==> src/rtl/ibex_rf_wb_arbiter.sv <==
// Single write-port arbiter for the register file: zero-latency pipeline
// writeback (A) shares the port with a queued long-latency unit (B).
module ibex_rf_wb_arbiter #(
  parameter int unsigned DataWidth = 32,
  parameter int unsigned AddrWidth = 5,
  parameter int unsigned Depth     = 2,
  parameter int unsigned MaxWait   = 4
) (
  input  logic                       clk_i,
  input  logic                       rst_i,

  input  logic                       a_valid_i,
  output logic                       a_ready_o,
  input  logic [AddrWidth-1:0]       a_waddr_i,
  input  logic [DataWidth-1:0]       a_wdata_i,

  input  logic                       b_valid_i,
  output logic                       b_ready_o,
  input  logic [AddrWidth-1:0]       b_waddr_i,
  input  logic [DataWidth-1:0]       b_wdata_i,

  output logic                       rf_we_o,
  output logic [AddrWidth-1:0]       rf_waddr_o,
  output logic [DataWidth-1:0]       rf_wdata_o,

  input  logic [AddrWidth-1:0]       raddr_a_i,
  input  logic [AddrWidth-1:0]       raddr_b_i,
  output logic                       hazard_a_o,
  output logic                       hazard_b_o,

  output logic [$clog2(Depth+1)-1:0] pending_o
);

  localparam int unsigned PtrW  = (Depth > 1) ? $clog2(Depth) : 1;
  localparam int unsigned CntW  = $clog2(Depth + 1);
  localparam int unsigned WaitW = $clog2(MaxWait + 1);

  logic [Depth-1:0]     live_q, live_d;
  logic [AddrWidth-1:0] waddr_q [Depth];
  logic [DataWidth-1:0] wdata_q [Depth];
  logic [PtrW-1:0]      rd_ptr_q, wr_ptr_q;
  logic [CntW-1:0]      count_q;
  logic [WaitW-1:0]     wait_q;

  logic full, empty, head_live, force_b;
  logic grant_a, grant_b, kill_en, push, pop;

  function automatic logic [PtrW-1:0] ptr_inc(input logic [PtrW-1:0] p);
    if (p == PtrW'(Depth - 1)) begin
      return '0;
    end
    return p + 1'b1;
  endfunction

  assign full      = (count_q == CntW'(Depth));
  assign empty     = (count_q == '0);
  assign head_live = !empty && live_q[rd_ptr_q];
  assign force_b   = head_live && ((wait_q == WaitW'(MaxWait)) || full);

  assign a_ready_o = !force_b;
  assign b_ready_o = !full;
  assign pending_o = count_q;

  assign grant_a = a_valid_i && !force_b;
  assign grant_b = head_live && (force_b || !a_valid_i);
  assign kill_en = grant_a && (a_waddr_i != '0);
  // A killed head leaves without the port; a live head leaves only when granted.
  assign pop     = (!empty && !live_q[rd_ptr_q]) || grant_b;
  assign push    = b_valid_i && !full && (b_waddr_i != '0);

  always_comb begin
    rf_we_o    = 1'b0;
    rf_waddr_o = a_waddr_i;
    rf_wdata_o = a_wdata_i;
    if (grant_b) begin
      rf_we_o    = 1'b1;
      rf_waddr_o = waddr_q[rd_ptr_q];
      rf_wdata_o = wdata_q[rd_ptr_q];
    end else if (grant_a) begin
      rf_we_o    = (a_waddr_i != '0);
    end
  end

  // A is younger than every B result, including one pushed this same cycle.
  always_comb begin
    live_d = live_q;
    for (int unsigned i = 0; i < Depth; i++) begin
      if (kill_en && live_q[i] && (waddr_q[i] == a_waddr_i)) begin
        live_d[i] = 1'b0;
      end
    end
    if (pop) begin
      live_d[rd_ptr_q] = 1'b0;
    end
    if (push) begin
      live_d[wr_ptr_q] = !(kill_en && (b_waddr_i == a_waddr_i));
    end
  end

  always_comb begin
    hazard_a_o = 1'b0;
    hazard_b_o = 1'b0;
    for (int unsigned i = 0; i < Depth; i++) begin
      if (live_q[i] && (raddr_a_i != '0) && (waddr_q[i] == raddr_a_i)) begin
        hazard_a_o = 1'b1;
      end
      if (live_q[i] && (raddr_b_i != '0) && (waddr_q[i] == raddr_b_i)) begin
        hazard_b_o = 1'b1;
      end
    end
  end

  always_ff @(posedge clk_i or posedge rst_i) begin
    if (rst_i) begin
      live_q   <= '0;
      rd_ptr_q <= '0;
      wr_ptr_q <= '0;
      count_q  <= '0;
      for (int unsigned i = 0; i < Depth; i++) begin
        waddr_q[i] <= '0;
        wdata_q[i] <= '0;
      end
    end else begin
      live_q <= live_d;
      if (push) begin
        waddr_q[wr_ptr_q] <= b_waddr_i;
        wdata_q[wr_ptr_q] <= b_wdata_i;
        wr_ptr_q          <= ptr_inc(wr_ptr_q);
      end
      if (pop) begin
        rd_ptr_q <= ptr_inc(rd_ptr_q);
      end
      if (push && !pop) begin
        count_q <= count_q + 1'b1;
      end else if (pop && !push) begin
        count_q <= count_q - 1'b1;
      end
    end
  end

  always_ff @(posedge clk_i or posedge rst_i) begin
    if (rst_i) begin
      wait_q <= '0;
    end else if (pop || empty) begin
      wait_q <= '0;
    end else if (head_live && !grant_b && (wait_q != WaitW'(MaxWait))) begin
      wait_q <= wait_q + 1'b1;
    end
  end

endmodule
==> config.mk <==
export PLATFORM = sky130hd
export DESIGN_NAME = ibex_rf_wb_arbiter
export DESIGN_NICKNAME = d
export VERILOG_FILES = /design/src/rtl/ibex_rf_wb_arbiter.sv
export SDC_FILE = /design/constraint.sdc
export NUM_CORES = 1
export LEC_CHECK = 0
export BUFFER_PORTS_ARGS = -buffer_cell sky130_fd_sc_hd__buf_2
export CAP_MARGIN = 20
export CORE_MARGIN = 1
export CORE_UTILIZATION = 50
export DETAILED_ROUTE_END_ITERATION = 10
export GPL_TIMING_DRIVEN = 0
export PLACE_DENSITY = 0.78
export RECOVER_POWER = 100
export REMOVE_ABC_BUFFERS = 1
export SYNTH_ARGS = -nofsm -noshare
export SYNTH_HDL_FRONTEND = slang
export SYNTH_SLANG_ARGS = --single-unit
==> constraint.sdc <==
create_clock -name clk_i -period 3.4 [get_ports clk_i]
set_clock_uncertainty 0.2 [all_clocks]
set_input_delay 0.17 -clock clk_i [delete_from_list [all_inputs] [get_ports clk_i]]
set_output_delay 0.17 -clock clk_i [all_outputs]
set_load 0.05 [all_outputs]
==> flow_metrics.py, run 1 <==
metrics = {
    "outcome": {
        "outcome": "complete, but fails checks",
        "failed_checks": "capacitance limit, slew limit",
    },
    "critical_path": {
        "critical_path.max_stage_delay_ns": 0.51,
        "crit_path_end": "rf_wdata_o[28]",
        "crit_family": "buffers and inverters",
        "ff2ff_setup_slack_ns": 0.98,
        "worst-setup-path-type": "reg -> out",
        "setup.worst_path.start": "wait_q[0]",
        "worst-endpoint-arrival_ns": 2.65,
        "timing.critical_path.from_type": "register",
        "critical_path.cell_chain": "inv_1, ha_1, a21boi_0, a211oi_4, buf_12, buf_8, a21oi_1, clkbuf_1",
        "critical_path_required_ns": 3.03,
        "critPathBufInv": 4,
        "rr_worst_depth": 4,
        "worst_r2r_startpoint": "pending_o[1]",
        "crit_path_top_delay_cell": "sky130_fd_sc_hd__a21boi_0",
        "cp_depth": 8,
        "setup.worst_path.end_class": "output port",
        "reg2reg_to": "wdata_q[11]",
        "crit_fanout": 30,
    },
    "clock_network": {
        "clk_pin_slew_worst_paths_ns": 0.09,
        "tritoncts_sinks": 83,
        "numCtsBuffers": 9,
        "clock_path_buffers": 2,
        "clk-insertion-delay-late_ns": 0.34,
        "ctsHtreeMaxLevel": 3,
        "cts.repair.resized": 0,
        "cts_root_buffer": "sky130_fd_sc_hd__clkbuf_8",
        "clock_tree_from_tritoncts": "yes",
    },
    "detailed_routing": {
        "drcViolationCount": 0,
        "dr.pass1.iters": 4,
        "vias": 3669,
        "wirelength_per_cell_microns": 15.37,
        "drt-vias-per-instance": 5.372,
        "detail_route.iter0.violations": 116,
        "wl_microns": 10500,
        "ant_nets": 0,
    },
    "timing": {
        "worst_slew_margin_rel_pct": -7.654,
        "finalHoldViolCount": 0,
        "final.min_clock_period_ns": 3.015,
        "timing_max_transition_violations_final": 37,
        "timing.final.crit_share_pct": 88.68,
        "max_slew.worst_pin.slew_ns": 1.606,
        "setup_violations": 0,
        "timing.fmax_mhz": 331.6,
        "grt_setup_unrepaired": "false",
        "timing.hold.ws_ns": 0.01077,
    },
    "global_route": {
        "gr-total-overflow": 0,
        "first_global_vias": 3683,
        "gr-usage-all-layers_pct": 22.57,
        "grt_first_pass_wirelength_microns": 17150,
        "antenna_found_initial": 0,
        "maximum_number_of_pins_on_one_net_before_global_route_repair": 49,
    },
    "floorplanning": {
        "floorplan.rows": 34,
        "start_util_pct": 51.46,
        "height_of_the_chip_microns": 96.74,
        "top_level_port_count": 132,
        "die_width_microns": 96.74,
        "die_area_sq_um": 9359,
        "core_area_sq_um": 8721,
    },
    "layout": {
        "flow.area_growth_from_synthesis_pct": 29.36,
        "most_frequent_cells_in_the_layout": "sky130_fd_sc_hd__buf_2 (88), sky130_fd_sc_hd__dfrtp_1 (82), sky130_fd_sc_hd__mux2_2 (71), sky130_fd_sc_hd__nor2_1 (45), sky130_fd_sc_hd__clkbuf_1 (45)",
        "num-nets-final": 661,
        "final_common_cell": "sky130_fd_sc_hd__buf_2",
        "antenna_cells_inserted": 0,
        "layout-drive-gt1-share_pct": 32.87,
    },
    "place": {
        "place.gp.congestion": 0.8258,
        "buffer_ports.inserted": 131,
        "dp.final_hpwl_microns": 7239,
    },
    "yosys": {
        "post_synthesis_instance_area_sq_um": 4488,
        "netlist_instances": 402,
        "synth_sequential_area_ratio_pct": 46.28,
        "yosys_warnings": 0,
        "yosysUniqueCellTypes": 32,
        "postSynthRegisterBits": 83,
        "syn_area_per_cell_sq_um": 11.16,
    },
    "job": {
        "maxCapViolCount": 1,
    },
    "power": {
        "vdd_drop_max_mv": 0.6105,
        "power_density_nw_per_um2": 1018,
        "power.static_leakage_uw": 0.002612,
        "power.total_uw": 5913,
    },
    "worst_hold_path": {
        "holdCritPathClass": "in -> reg",
    },
}
## layout make-up
cell class	instances	area, sq um
fill	705	2915
multi-input combinational	285	2257
sequential	83	2078
timing repair buffer	180	1107
clock buffer	10	137.6
tap	108	135.1
clock inverter	6	47.55
inverter	11	42.54
## logic make-up (layout without fill, tap and decap cells)
group / count (synthesis) / count (layout) / share of synthesized area (%)
compound gates: 52 / 52 / 6.914
xor+xnor: 39 / 39 / 7.611
fa+ha+maj: 3 / 3 / 0.8364
buf+inv: 34 / 207 / 3.540
flops: 83 / 83 / 46.28
mux: 111 / 111 / 26.79
simple gates: 80 / 80 / 8.029
## metal layers
layer / vias up / track usage, % / share of wire, %
li1: 1744 / - / -
met1: 1785 / 28.51 / 43
met2: 119 / 39.06 / 51
met3: 21 / 3.324 / 4.4
met4: 0 / 8.726 / 1.9
met5: - / 0 / 0
## worst min-delay path by stage
stage,startpoint,end,cells past startpoint
after floorplan,b_waddr_i[4],waddr_q[4],1
after global placement,b_wdata_i[20],wdata_q[52],2
after detailed placement,rst_i,wdata_q[23],2
after CTS,b_valid_i,wr_ptr_q,4
after global routing,b_valid_i,wr_ptr_q,4
final,b_valid_i,wr_ptr_q,4
## registers in the layout, summed over array words and instances, names as in the netlist
signal / count
waddr_q: 10
wr_ptr_q: 1
wdata_q: 64
live_q: 2
pending_o: 2
wait_q: 3
rd_ptr_q: 1
## per-stage QoR
step | cell area, sq um | util, % | setup slack, ns | instances | TNS (ns)
global route | 5806 | 66.57 | 0.1887 | 683 | 0
detailed placement | 5313 | 60.92 | 0.6423 | 625 | 0
global placement | 5161 | 59.18 | -5.395 | 618 | -208.89
finish | 5806 | 66.57 | 0.3847 | 683 | 0
floorplan | 4370 | - | -4.321 | 379 | -163.22
CTS | 5878 | 67.40 | 0.2536 | 679 | 0
## worst reg2reg max path: stages (launching register included)
cell                       delay [ns]
sky130_fd_sc_hd__dfrtp_1         0.43
sky130_fd_sc_hd__nor2b_1         0.20
sky130_fd_sc_hd__a211oi_4        0.23
sky130_fd_sc_hd__clkbuf_1        0.82
sky130_fd_sc_hd__mux2_2          0.43
## power by group
| part | switching (uW) | internal (uW) | leakage, uW |
|---|---|---|---|
| Clock | 367 | 292 | 0.0000933 |
| Sequential | 417 | 1480 | 0.000986 |
| Combinational | 2090 | 1260 | 0.00153 |
| Total | 2880 | 3030 | 0.00261 |
## synth_stat cells, drive strengths merged
library cell,n,area share [%]
a211o,2,0.39
a211oi,2,0.45
a21boi,1,0.17
a21oi,39,4.3
a31oi,1,0.14
buf,13,1.8
clkbuf,10,0.86
dfrtp,83,46
ha,3,0.84
inv,11,0.92
mux2,73,18
mux2i,38,8.5
nand2,10,0.84
nand3,8,0.89
nor2,45,3.8
nor2b,2,0.28
nor3,2,0.22
nor4,8,1.1
o2111ai,1,0.59
o211ai,1,0.17
o21ai,3,0.33
o22ai,1,0.14
o32ai,1,0.20
or2b,1,0.17
or4,4,0.75
xnor2,20,3.9
xor2,19,3.7
## timing repair
action                                  CTS  global route
hold endpoints to repair                110             0
endpoints found under the setup margin    0             2
hold buffers                             38             0
buffers inserted                          0             4
Power figures use the tool's default switching activity.
==> run 2, diff against run 1 <==
- CORE_ASPECT_RATIO: not set -> 0.7
==> run 2 against run 1 <==
Effect of this change: the flow now finishes without violations; die area about the same; first-iteration DRC count increased by 28%; final cell count increased by 1.3%; global-route usage increased by 1.8 points; sequential share of layout area decreased by 0.91 points; critical path depth decreased by 2; flip-flop and latch count unchanged; clock power increased by 49%; count of clock-buffer cells in the layout increased by 1; fmax decreased by 3.1%; register-to-register slack got worse by 0.25 ns; utilization increased by 2.9 points; largest cell class unchanged; highest routed layer unchanged.
==> flow_metrics.py, run 2 (synthesis results as in run 1) <==
metrics = {
    "floorplanning": {
        "die_area_sq_um": 9365,
        "top_level_port_count": 132,
        "start_util_pct": 52.29,
        "height_of_the_chip_microns": 81.27,
        "core_area_sq_um": 8583,
        "die_width_microns": 115.2,
        "floorplan.rows": 28,
    },
    "layout": {
        "flow.area_growth_from_synthesis_pct": 32.90,
        "num-fill-cells": 619,
        "largest_register": "wdata_q",
        "biggestRegsByFlops": "wdata_q: 64 flops, waddr_q: 10 flops, wait_q: 3 flops",
        "layout-drive-gt1-share_pct": 36.36,
        "final_common_cell": "sky130_fd_sc_hd__buf_2",
        "num-nets-final": 658,
        "most_frequent_cells_in_the_layout": "sky130_fd_sc_hd__buf_2 (89), sky130_fd_sc_hd__dfrtp_1 (82), sky130_fd_sc_hd__mux2_2 (73), sky130_fd_sc_hd__nor2_1 (45), sky130_fd_sc_hd__a21oi_1 (39)",
        "antenna_cells_inserted": 0,
        "flip_flop_count_of_the_largest_register_after_layout": 64,
    },
    "detailed_routing": {
        "wl_microns": 10830,
        "detail_route.iter0.violations": 149,
        "drcViolationCount": 0,
        "vias": 3603,
        "wirelength_per_cell_microns": 15.65,
        "dr.pass1.iters": 4,
        "drt-vias-per-instance": 5.207,
        "ant_nets": 0,
    },
    "timing": {
        "max_slew.worst_pin.slew_ns": 1.221,
        "timing_max_transition_violations_final": 0,
        "timing.hold.ws_ns": 0.02169,
        "final.min_clock_period_ns": 3.112,
        "final_worst_setup_slack_ns": 0.2877,
        "grt_setup_unrepaired": "false",
        "finalHoldViolCount": 0,
        "setup_violations": 0,
        "timing.fmax_mhz": 321.3,
        "timing.final.crit_share_pct": 91.54,
        "worst_slew_margin_rel_pct": 18.60,
    },
    "power": {
        "part_of_the_power_in_combinational_logic_pct": 53.8,
        "vdd_drop_max_mv": 0.6975,
        "switchingPower_uw": 2914,
        "netSwitchingFraction_pct": 46.49,
        "share_clk_of_total_power_pct": 15.6,
        "internal_power_uw": 3354,
        "power.static_leakage_uw": 0.002705,
        "seq_power_share_pct": 30.5,
        "power_density_nw_per_um2": 1051,
    },
    "place": {
        "dp.final_hpwl_microns": 7235,
        "buffer_ports.inserted": 131,
        "preCtsSetupSlack_ns": 0.1456,
        "place.gp.congestion": 0.8854,
    },
    "critical_path": {
        "critical_path.max_stage_delay_ns": 0.97,
        "crit_path_top_delay_cell": "sky130_fd_sc_hd__o2111ai_2",
        "crit_fanout": 23,
        "setup.worst_path.end_class": "register",
        "critPathBufInv": 3,
        "worst-setup-path-type": "in -> reg",
        "worst-endpoint-arrival_ns": 3.12,
        "critical_path_required_ns": 3.41,
        "timing.critical_path.from_type": "input pin",
        "critical_path.cell_chain": "dlygate4sd3_1, clkbuf_1, or4_1, o2111ai_2, buf_16, mux2_2",
        "crit_family": "buffers and inverters",
    },
    "clock_network": {
        "numCtsBuffers": 9,
        "clk_pin_slew_worst_paths_ns": 0.06,
        "clock_path_buffers": 2,
        "tritoncts_sinks": 83,
        "ctsHtreeMaxLevel": 3,
        "clk-insertion-delay-late_ns": 0.33,
        "cts_root_buffer": "sky130_fd_sc_hd__clkbuf_16",
        "clock_tree_from_tritoncts": "yes",
    },
    "global_route": {
        "gr-usage-all-layers_pct": 24.41,
        "gr-total-overflow": 0,
        "grt_first_pass_wirelength_microns": 17450,
        "antenna_found_initial": 0,
        "maximum_number_of_pins_on_one_net_before_global_route_repair": 60,
        "first_global_vias": 3784,
    },
    "outcome": {
        "outcome": "completed",
    },
    "worst_hold_path": {
        "holdCritPathClass": "in -> reg",
    },
    "job": {
        "maxCapViolCount": 0,
    },
}
-- run 2: layer usage --
layer  track usage, %  share of wire (%)  up-vias
met5                0                  0        -
met4            7.922                1.4        0
met3            5.373                6.3       15
li1                 -                  -     1736
met1            29.66                 43     1718
met2            43.49                 49      134
-- run 2: worst paths after layout --
| kind | startpoint | endpoint | depth (start not counted) | slack, ns |
|---|---|---|---|---|
| worst max-delay path | b_waddr_i[1] | wdata_q[46] | 6 | 0.29 |
| worst min-delay path | a_valid_i | wait_q[1] | 3 | 0.02 |
| worst max register to register | rd_ptr_q | live_q[0] | 5 | 0.73 |
| worst min register to register | wait_q[0] | wait_q[0] | 1 | 0.26 |
| max in group asynchronous | rst_i | rd_ptr_q | 4 | 1.77 |
| min in group asynchronous | rst_i | wdata_q[46] | 3 | 0.43 |
-- run 2: layout make-up --
cell class	instances	area [sq um]	share of cell area (%)
clock buffer	11	242.7	4.070
multi-input combinational	286	2270	38.05
sequential	83	2081	34.89
timing repair buffer	176	1117	18.73
inverter	11	42.54	0.7132
tap	120	150.1	2.517
clock inverter	5	61.31	1.028
-- run 2: power by group through the flow --
stage / combinational, uW / clock, uW / sequential (uW)
after global routing: 3620 / 1050 / 1980
after global placement: 2920 / 0 / 1950
after detailed placement: 3350 / 0 / 1920
final: 3370 / 981 / 1910
after CTS: 3440 / 996 / 1910
after floorplan: 2530 / 0 / 1880
-- run 2: worst reg2reg max path, delay by kind of cell (launching register included) --
family                 cells  cell delay [ns]
AOI/OAI and AO/OA          1             0.16
DFF                        1             0.65
and+or+nand+nor            2             0.70
buffers and inverters      1             0.27
muxes                      1             0.52
-- run 2: repair_timing --
item / in CTS / in global routing
setup endpoints to repair: 15 / 0
endpoints found under the hold margin: 155 / 0
gates resized for setup: 1 / 0
setup buffers: 1 / 0
hold buffers: 37 / 0
-- run 2: metrics by stage --
stage	setup TNS, ns	std cells	util, %	area (sq um)	total power, uW
6_report	0	692	69.49	5964	6268
4_1_cts	0	692	70.28	6032	6339
2_1_floorplan	-163.22	379	-	4370	4412
3_3_place_gp	-208.89	630	60.31	5176	4869
3_5_place_dp	0	637	62.16	5335	5278
5_1_grt	0	692	69.49	5964	6652
==> run 3, diff against run 2 <==
- CORE_UTILIZATION: 50 -> 30
- PLACE_DENSITY: 0.78 -> not set
==> run 3 against run 2 <==
Effect of this change: the flow now finishes with violations (capacitance limit, slew limit); critical path depth unchanged; final area up 2.2%; utilization fell by 27 points; via count is 1.2% lower; count of clock-buffer cells in the layout did not move; power up 1.9%; register-to-register slack got worse by 0.24 ns; die area grew 65%; largest power group unchanged.
==> flow_metrics.py, run 3 (synthesis results as in run 1) <==
metrics = {
    "critical_path": {
        "setup.worst_path.end_class": "register",
        "worst_r2r_startpoint": "pending_o[1]",
        "worst-setup-path-type": "in -> reg",
        "crit_fanout": 22,
        "worst-endpoint-arrival_ns": 3.17,
        "ff2ff_setup_slack_ns": 0.49,
        "rr_worst_depth": 4,
        "timing.critical_path.from_type": "input pin",
        "critical_path_required_ns": 3.42,
        "reg2reg_to": "wdata_q[2]",
    },
    "detailed_routing": {
        "wl_microns": 11080,
        "wirelength_per_cell_microns": 14.55,
        "dr.pass1.iters": 6,
        "detail_route.iter0.violations": 76,
        "vias": 3558,
        "drcViolationCount": 0,
        "drt-vias-per-instance": 4.669,
        "ant_nets": 0,
    },
    "place": {
        "place.gp.congestion": 0.8061,
        "preCtsSetupSlack_ns": 0.5271,
        "buffer_ports.inserted": 131,
        "dp_cells": 708,
        "dp.final_hpwl_microns": 8038,
    },
    "timing": {
        "max_slew.worst_pin.slew_ns": 1.916,
        "timing.final.crit_share_pct": 92.76,
        "worst_slew_margin_rel_pct": -28.43,
        "setup_violations": 0,
        "finalHoldViolCount": 0,
        "grt_setup_unrepaired": "false",
        "timing_max_transition_violations_final": 43,
        "timing.hold.ws_ns": 0.006152,
        "timing.fmax_mhz": 317.1,
        "final_worst_setup_slack_ns": 0.2463,
        "final.min_clock_period_ns": 3.154,
    },
    "global_route": {
        "maximum_number_of_pins_on_one_net_before_global_route_repair": 44,
        "gr-total-overflow": 0,
        "antenna_found_initial": 0,
        "grt_first_pass_wirelength_microns": 18260,
        "first_global_vias": 3701,
        "gr-usage-all-layers_pct": 15.15,
    },
    "outcome": {
        "failed_checks": "capacitance limit, slew limit",
        "outcome": "complete, but fails checks",
    },
    "layout": {
        "fin_cells": 762,
        "layout-drive-gt1-share_pct": 35.84,
        "most_frequent_cells_in_the_layout": "sky130_fd_sc_hd__buf_2 (87), sky130_fd_sc_hd__dfrtp_1 (82), sky130_fd_sc_hd__mux2_2 (73), sky130_fd_sc_hd__nor2_1 (45), sky130_fd_sc_hd__a21oi_1 (39)",
        "num-nets-final": 658,
        "flip_flop_count_of_the_largest_register_after_layout": 64,
        "antenna_cells_inserted": 0,
        "multi_input_comb_area_sq_um": 2245,
        "largest_register": "wdata_q",
        "final_common_cell": "sky130_fd_sc_hd__buf_2",
        "area.sequential_sq_um": 2081,
        "num-fill-cells": 1402,
        "flow.area_growth_from_synthesis_pct": 35.77,
        "biggestRegsByFlops": "wdata_q: 64 flops, waddr_q: 10 flops, wait_q: 3 flops",
    },
    "floorplanning": {
        "start_util_pct": 31.53,
        "height_of_the_chip_microns": 104.3,
        "top_level_port_count": 132,
        "floorplan.rows": 36,
        "die_area_sq_um": 15460,
        "die_width_microns": 148.2,
        "core_area_sq_um": 14230,
    },
    "clock_network": {
        "post_cts.repair.setup_buffers": 0,
        "cts_root_buffer": "sky130_fd_sc_hd__clkbuf_16",
        "clock_path_buffers": 2,
        "clk_pin_slew_worst_paths_ns": 0.06,
        "numCtsBuffers": 9,
        "clock_tree_from_tritoncts": "yes",
        "clk-insertion-delay-late_ns": 0.34,
        "ctsHtreeMaxLevel": 3,
        "tritoncts_sinks": 83,
    },
    "worst_hold_path": {
        "min_delay_worst_endpoint": "wr_ptr_q",
        "hold_start": "b_valid_i",
        "holdCritPathClass": "in -> reg",
        "timing.hold.worst_path_depth": 4,
    },
    "job": {
        "maxCapViolCount": 1,
    },
    "power": {
        "vdd_drop_max_mv": 0.4538,
        "power_density_nw_per_um2": 1048,
        "power.static_leakage_uw": 0.002734,
    },
}
[run 3: cell types whose count changed in the layout (fill, tap and decap cells not counted), sizes merged, moves of 2 or more]
cell and change:
clkbuf +2, buf -2, clkinv +2, clkinvlp -2
[run 3: worst max path at each step]
stage / startpoint / to / slack, ns / depth (start not counted)
final: b_waddr_i[2] / wdata_q[55] / 0.25 / 6
after global routing: b_waddr_i[2] / live_q[0] / 0.11 / 7
after floorplan: rd_ptr_q / rf_waddr_o[0] / -4.32 / 3
after CTS: rd_ptr_q / rf_waddr_o[3] / 0.14 / 8
after detailed placement: rd_ptr_q / rf_waddr_o[3] / 0.53 / 8
after global placement: rd_ptr_q / rf_wdata_o[9] / -5.98 / 5
[run 3: power breakdown]
| part | internal, uW | leakage (uW) | switching (uW) | total [uW] |
|---|---|---|---|---|
| combinational | 1310 | 0.00159 | 2070 | 3380 |
| clock | 686 | 0.000162 | 400 | 1090 |
| sequential | 1490 | 0.000986 | 435 | 1920 |
[run 3: timing repair]
action / 4_1_cts / 5_1_grt
hold buffers: 38 / 0
endpoints found under the setup margin: 0 / 1
hold endpoints to repair: 117 / 0
resized for setup: 0 / 1
[run 3: per-layer routing]
layer	wire [microns]	global-route usage (%)	up-vias
met5	0	0	-
met4	158	4.492	0
met3	593	4.561	18
met2	5070	24.25	116
met1	5261	19.55	1691
li1	-	-	1733
[run 3: final cells by class]
class	count	share of cell area, %
Clock buffer	11	4.148
Clock inverter	5	1.396
Inverter	11	0.6982
Multi-Input combinational cell	285	36.84
Sequential cell	83	34.15
Tap cell	190	3.901
Timing Repair Buffer	177	18.87
[run 3: stage by stage]
| step | TNS [ns] | power, uW | utilization [%] | instance area (sq um) |
|---|---|---|---|---|
| 2_1_floorplan | -163.22 | 4412 | - | 4370 |
| 3_3_place_gp | -241.32 | 4836 | 36.98 | 5264 |
| 6_report | 0 | 6385 | 42.81 | 6093 |
| 5_1_grt | 0 | 6810 | 42.81 | 6093 |
| 4_1_cts | 0 | 6531 | 43.46 | 6186 |
| 3_5_place_dp | 0 | 5384 | 38.41 | 5468 |
[run 3: critical path, stage by stage]
cell and delay [ns]:
sky130_fd_sc_hd__dlygate4sd3_1 0.56, sky130_fd_sc_hd__clkbuf_1 0.16, sky130_fd_sc_hd__or4_1 0.60, sky130_fd_sc_hd__o2111ai_2 1.06, sky130_fd_sc_hd__buf_16 0.26, sky130_fd_sc_hd__mux2_2 0.35
